### src/rtl/eth_cmd_rx.sv
// eth_cmd_rx: GMII rx command decoder.
// Turns filtered, checksummed frames into one-cycle command strobes.
module eth_cmd_rx #(
    parameter logic [47:0] LOCAL_MAC    = 48'h000A35010203,
    parameter bit          ACCEPT_BCAST = 1'b1,
    parameter logic [15:0] ETH_TYPE     = 16'h88B5,
    parameter logic [15:0] MAGIC        = 16'hA55A,
    parameter int          MAX_PRE      = 15
) (
    input  logic        i_clk,
    input  logic        i_rst,
    input  logic        i_rxdv,
    input  logic [7:0]  i_rxd,
    input  logic        i_cmd_finish,
    output logic        o_cmd_come,
    output logic [15:0] o_cmd,
    output logic [31:0] o_param,
    output logic [47:0] o_src_mac,
    output logic        o_busy,
    output logic [7:0]  o_err_cnt,
    output logic [7:0]  o_drop_cnt
);

    typedef enum logic [2:0] {
        S_IDLE,
        S_PRE,
        S_HDR,
        S_PAY,
        S_TAIL,
        S_ISSUE,
        S_DROP
    } state_t;

    localparam logic [4:0] PRE_MAX = 5'(MAX_PRE);

    state_t        state_q, state_d;
    logic [4:0]    pre_cnt_q, pre_cnt_d;
    logic [3:0]    idx_q, idx_d;
    logic [103:0]  hdr_q, hdr_d;
    logic [47:0]   pay_q, pay_d;
    logic [7:0]    xor_q, xor_d;
    logic [15:0]   cmd_q, cmd_d;
    logic [31:0]   param_q, param_d;
    logic [47:0]   src_q, src_d;
    logic          busy_q, busy_d;
    logic [7:0]    err_q, err_d;
    logic [7:0]    drop_q, drop_d;

    logic [111:0]  hdr_full;
    logic [47:0]   dst_w;
    logic [15:0]   type_w;
    logic [15:0]   magic_w;
    logic          dst_ok;
    logic          busy_eff;
    logic          fire;
    logic          err_inc;
    logic          drop_inc;

    // Header bytes are checked on the fly with the byte being received.
    assign hdr_full = {hdr_q, i_rxd};
    assign dst_w    = hdr_full[111:64];
    assign type_w   = hdr_full[15:0];
    assign magic_w  = {pay_q[7:0], i_rxd};
    assign dst_ok   = (dst_w == LOCAL_MAC) ||
                      (ACCEPT_BCAST && (dst_w == 48'hFFFF_FFFF_FFFF));

    assign busy_eff = busy_q & ~i_cmd_finish;
    assign fire     = (state_q == S_ISSUE) & ~busy_eff;

    always_comb begin
        state_d   = state_q;
        pre_cnt_d = pre_cnt_q;
        idx_d     = idx_q;
        hdr_d     = hdr_q;
        pay_d     = pay_q;
        xor_d     = xor_q;
        err_inc   = 1'b0;
        drop_inc  = 1'b0;
        unique case (state_q)
            // ISSUE also accepts the next frame's first byte (one-cycle gap).
            S_IDLE, S_ISSUE: begin
                if ((state_q == S_ISSUE) && busy_eff) begin
                    drop_inc = 1'b1;
                end
                state_d = S_IDLE;
                if (i_rxdv) begin
                    if (i_rxd == 8'h55) begin
                        state_d   = S_PRE;
                        pre_cnt_d = 5'd1;
                    end else begin
                        state_d = S_DROP;
                        err_inc = 1'b1;
                    end
                end
            end
            S_PRE: begin
                if (!i_rxdv) begin
                    state_d = S_IDLE;
                    err_inc = 1'b1;
                end else if (i_rxd == 8'h55) begin
                    if (pre_cnt_q >= PRE_MAX) begin
                        state_d = S_DROP;
                        err_inc = 1'b1;
                    end else begin
                        pre_cnt_d = pre_cnt_q + 5'd1;
                    end
                end else if (i_rxd == 8'hD5) begin
                    state_d = S_HDR;
                    idx_d   = 4'd0;
                end else begin
                    state_d = S_DROP;
                    err_inc = 1'b1;
                end
            end
            S_HDR: begin
                if (!i_rxdv) begin
                    state_d = S_IDLE;
                    err_inc = 1'b1;
                end else begin
                    hdr_d = hdr_full[103:0];
                    idx_d = idx_q + 4'd1;
                    if (idx_q == 4'd13) begin
                        // Foreign traffic is not an error.
                        if (!dst_ok || (type_w != ETH_TYPE)) begin
                            state_d = S_DROP;
                        end else begin
                            state_d = S_PAY;
                            idx_d   = 4'd0;
                            xor_d   = 8'h00;
                        end
                    end
                end
            end
            S_PAY: begin
                if (!i_rxdv) begin
                    state_d = S_IDLE;
                    err_inc = 1'b1;
                end else begin
                    idx_d = idx_q + 4'd1;
                    if (idx_q < 4'd8) begin
                        pay_d = {pay_q[39:0], i_rxd};
                    end
                    if ((idx_q >= 4'd2) && (idx_q <= 4'd7)) begin
                        xor_d = xor_q ^ i_rxd;
                    end
                    if ((idx_q == 4'd1) && (magic_w != MAGIC)) begin
                        state_d = S_DROP;
                        err_inc = 1'b1;
                    end
                    if (idx_q == 4'd8) begin
                        if (i_rxd != xor_q) begin
                            state_d = S_DROP;
                            err_inc = 1'b1;
                        end else begin
                            state_d = S_TAIL;
                        end
                    end
                end
            end
            S_TAIL: begin
                if (!i_rxdv) begin
                    state_d = S_ISSUE;
                end
            end
            S_DROP: begin
                if (!i_rxdv) begin
                    state_d = S_IDLE;
                end
            end
            default: begin
                state_d = S_IDLE;
            end
        endcase
    end

    // Issued values appear in the strobe cycle itself, then hold.
    always_comb begin
        cmd_d   = cmd_q;
        param_d = param_q;
        src_d   = src_q;
        if (fire) begin
            cmd_d   = pay_q[47:32];
            param_d = pay_q[31:0];
            src_d   = hdr_q[63:16];
        end
        busy_d = fire | busy_eff;
        err_d  = err_q;
        drop_d = drop_q;
        if (err_inc && (err_q != 8'hFF)) begin
            err_d = err_q + 8'd1;
        end
        if (drop_inc && (drop_q != 8'hFF)) begin
            drop_d = drop_q + 8'd1;
        end
    end

    always_ff @(posedge i_clk) begin
        if (i_rst) begin
            state_q   <= S_IDLE;
            pre_cnt_q <= 5'd0;
            idx_q     <= 4'd0;
            hdr_q     <= '0;
            pay_q     <= '0;
            xor_q     <= 8'h00;
            cmd_q     <= 16'h0000;
            param_q   <= 32'h0;
            src_q     <= 48'h0;
            busy_q    <= 1'b0;
            err_q     <= 8'h00;
            drop_q    <= 8'h00;
        end else begin
            state_q   <= state_d;
            pre_cnt_q <= pre_cnt_d;
            idx_q     <= idx_d;
            hdr_q     <= hdr_d;
            pay_q     <= pay_d;
            xor_q     <= xor_d;
            cmd_q     <= cmd_d;
            param_q   <= param_d;
            src_q     <= src_d;
            busy_q    <= busy_d;
            err_q     <= err_d;
            drop_q    <= drop_d;
        end
    end

    assign o_cmd_come = fire;
    assign o_cmd      = cmd_d;
    assign o_param    = param_d;
    assign o_src_mac  = src_d;
    assign o_busy     = busy_q;
    assign o_err_cnt  = err_q;
    assign o_drop_cnt = drop_q;

endmodule
### config.mk
export PLATFORM = sky130hd
export DESIGN_NAME = eth_cmd_rx
export DESIGN_NICKNAME = d
export VERILOG_FILES = /design/src/rtl/eth_cmd_rx.sv
export SDC_FILE = /design/constraint.sdc
export NUM_CORES = 1
export LEC_CHECK = 0
export BUFFER_PORTS_ARGS = -buffer_cell sky130_fd_sc_hd__buf_2
export CORE_UTILIZATION = 35
export CTS_CLUSTER_SIZE = 30
export DETAILED_ROUTE_END_ITERATION = 6
export SETUP_SLACK_MARGIN = 0.02
export SLEW_MARGIN = 20
export SYNTH_ARGS = -nofsm -noshare
export SYNTH_HDL_FRONTEND = slang
export SYNTH_SLANG_ARGS = --single-unit
### constraint.sdc
create_clock -name i_clk -period 6.5 [get_ports i_clk]
set_clock_uncertainty 0.15 [all_clocks]
set_input_delay 0.65 -clock i_clk [delete_from_list [all_inputs] [get_ports i_clk]]
set_output_delay 0.65 -clock i_clk [all_outputs]
set_load 0.05 [all_outputs]
==> flow_metrics.env <==
export IMPL_drv_cap=0
export IMPL_avgSynthCellArea_um2=8.90
export IMPL_clk_pin_slew_ps=70
export IMPL_synthArstFlopShare_pct=0
export IMPL_fillCellCount=3310
export IMPL_synthDistinctLibCells=76
export IMPL_cts_setup_buffers=0
export IMPL_numCtsBuffers=29
export IMPL_num_vias=8884
export IMPL_power_density_nw_per_um2=274
export IMPL_status="finished, final reports clean"
export IMPL_viasPerCell=4.83
export IMPL_cts_sinks=285
export IMPL_crit_required_ps=5700
export IMPL_area_delta_synth_final_pct=15.2
export IMPL_wl_per_cell_um=14.5
export IMPL_worstReg2RegStart="state_q[1]"
export IMPL_synth_seq_area_share_pct=49.3
export IMPL_arrival_ps=3090
export IMPL_slew_violations=0
export IMPL_cts_htree_levels=1
export IMPL_fmax_mhz=257
export IMPL_core_um2=32500
export IMPL_io_pins=126
export IMPL_synth_top_cell_by_area="dfxtp_1"
export IMPL_globalRoute_totalOverflow=0
export IMPL_worstSkewPairLatency_ps=550
export IMPL_p_leak_uw=0.00508
export IMPL_grt_pass1_wl_um=43900
export IMPL_antenna_found_initial=3
export IMPL_fin_setup_tns_ps=0
export IMPL_clock_path_buffers=3
export IMPL_yosysWarnings=0
export IMPL_drt_iter0_markers=693
export IMPL_synthFlopType="dfxtp_1"
export IMPL_synth_top_cells_by_area="dfxtp_1 (49%), nand2_1 (11%), mux2_2 (9.3%)"
export IMPL_final_hold_viol_count=0
export IMPL_setup_viol=0
export IMPL_design_die_area_um2=33800
export IMPL_ctsHoldBuffers=0
export IMPL_ys_ff_latch=285
export IMPL_die_h_um=184
export IMPL_min_path_type="input pin to flop"
export IMPL_drtAntennaViolNets=0
export IMPL_gp_congestion=0.833
export IMPL_synthCells=1299
export IMPL_syn_area_um2=11600
export IMPL_drc=0
export IMPL_fp_row_count=66
export IMPL_vdd_ir_drop_max_uv=213
export IMPL_ys_top_cells_by_count="nand2_1 (339), dfxtp_1 (285), a21oi_1 (175)"
export IMPL_cts_tree="built"
export IMPL_dr_pass1_iters=5
export IMPL_grt_max_degree=109
export IMPL_io_buffer_count=125
export IMPL_tightestPinTransition_ps=1090
export IMPL_crit_start="state_q[0]"
export IMPL_synth_fp_nets=1318
export IMPL_endpoint_kind="output pin"
export IMPL_grt_usage_pct=15.8
export IMPL_path_max_fanout=58
export IMPL_fin_crit_ps=3890
export IMPL_rsz0062_at_grt="no"
export IMPL_synth_edff_count=0
export IMPL_slew_headroom_pct=27.3
export IMPL_final_cells=1839
export IMPL_dieWidth_um=184
export IMPL_cts_resized=0
export IMPL_synthMostInstantiatedCell="nand2_1"
export IMPL_fin_nets=1395
export IMPL_startpoint_type="flop"
export IMPL_path_class="flop to output pin"
export IMPL_place_inst=1787
export IMPL_drive_above_1_share_pct=21.4
export IMPL_first_global_vias=8274
export IMPL_synth_top_area_share_pct=49.3
export IMPL_dp_hpwl_um=17300
export IMPL_min_from="i_rxd[0]"
export IMPL_period_share_pct=59.9
export IMPL_drt_total_wl_um=26700
export IMPL_start_util_pct=35.5
export IMPL_root_buffer="clkbuf_16"
[power breakdown]
part | leakage (uW) | internal, uW | switching (uW)
Clock | 0.000454 | 945 | 662
Sequential | 0.00230 | 1760 | 31.3
Combinational | 0.00233 | 73.1 | 186
Total | 0.00508 | 2780 | 879
[path summary, 6_finish.rpt]
| path | end | slack [ps] | cells after the start |
|---|---|---|---|
| hold / removal | hdr_q[0] | 270 | 3 |
| setup reg to reg | hdr_q[35] | 3670 | 6 |
| setup / recovery | o_cmd[15] | 2610 | 5 |
| hold reg to reg | hdr_q[16] | 300 | 2 |
[metrics by stage]
stage               setup WS, ps  area, um^2  utilization (%)  total power (uW)  hold slack, ps
detailed placement          3220       12400             38.1              2090             300
global placement            3320       12400             38.1              2090             298
global route                2460       13300             40.9              3800             277
floorplan                   3580       11600                -              2040             282
CTS                         2630       13300             40.9              3690             250
finish                      2610       13300             41.0              3660             265
[cell families (layout without fill, tap and decap cells)]
kind of cell / after synthesis / count (layout) / synth area share (%)
and+or+nand+nor: 570 / 570 / 23.6
DFF: 285 / 285 / 49.3
AOI/OAI and AO/OA: 221 / 221 / 11.0
muxes: 103 / 103 / 10.0
buffers and inverters: 97 / 193 / 4.11
xor gates and xnor gates: 16 / 16 / 1.21
adders and majority gates: 7 / 7 / 0.757
other: 0 / 2 / 0
[critical path, stage by stage, from the launching register on]
cell,delay [ps]
dfxtp_1,760
nand2b_1,290
nor3_4,200
buf_4,590
mux2_2,430
buf_2,220
[final cells by class]
type,count,area (um^2),share of cell area (%)
diodes,2,5.00,0.0376
clock buffers,45,866,6.50
clock inverters,5,50.0,0.376
inverters,11,41.3,0.310
multi-input cells,917,5420,40.7
flip-flops and latches,285,5710,42.8
well taps,442,553,4.15
repair buffers,132,684,5.14
[sequential cells by signal, summed over array words and instances (netlist names)]
register / cells
cmd_q: 16
hdr_q: 104
idx_q: 4
o_busy: 1
o_drop_cnt: 8
o_err_cnt: 8
param_q: 32
pay_q: 48
pre_cnt_q: 5
src_q: 48
state_q: 3
xor_q: 8
[cell usage in the layout, fill, tap and decap left out, drive strengths merged, types with 4 or more instances in the layout]
master / instances
clkbuf: 45
xor2: 7
nand3: 11
inv: 11
or4: 4
nor3: 7
o21ai: 5
nor4b: 4
xnor2: 9
mux2: 102
dfxtp: 285
a21oi: 175
nor4: 15
buf: 132
nand4: 23
nor2b: 16
nand2: 340
nand2b: 6
nor2: 25
and3: 8
and2: 92
and2b: 5
clkinv: 4
ha: 7
a211oi: 9
[metal layers]
metal | vias up | wire, um | global-route usage [%]
met5 | - | 13 | 0
met4 | 2 | 399 | 3.60
met3 | 33 | 1060 | 2.52
met2 | 140 | 12100 | 25.0
met1 | 4181 | 13100 | 22.4
li1 | 4528 | - | -
(Power assumes the default switching activity.)
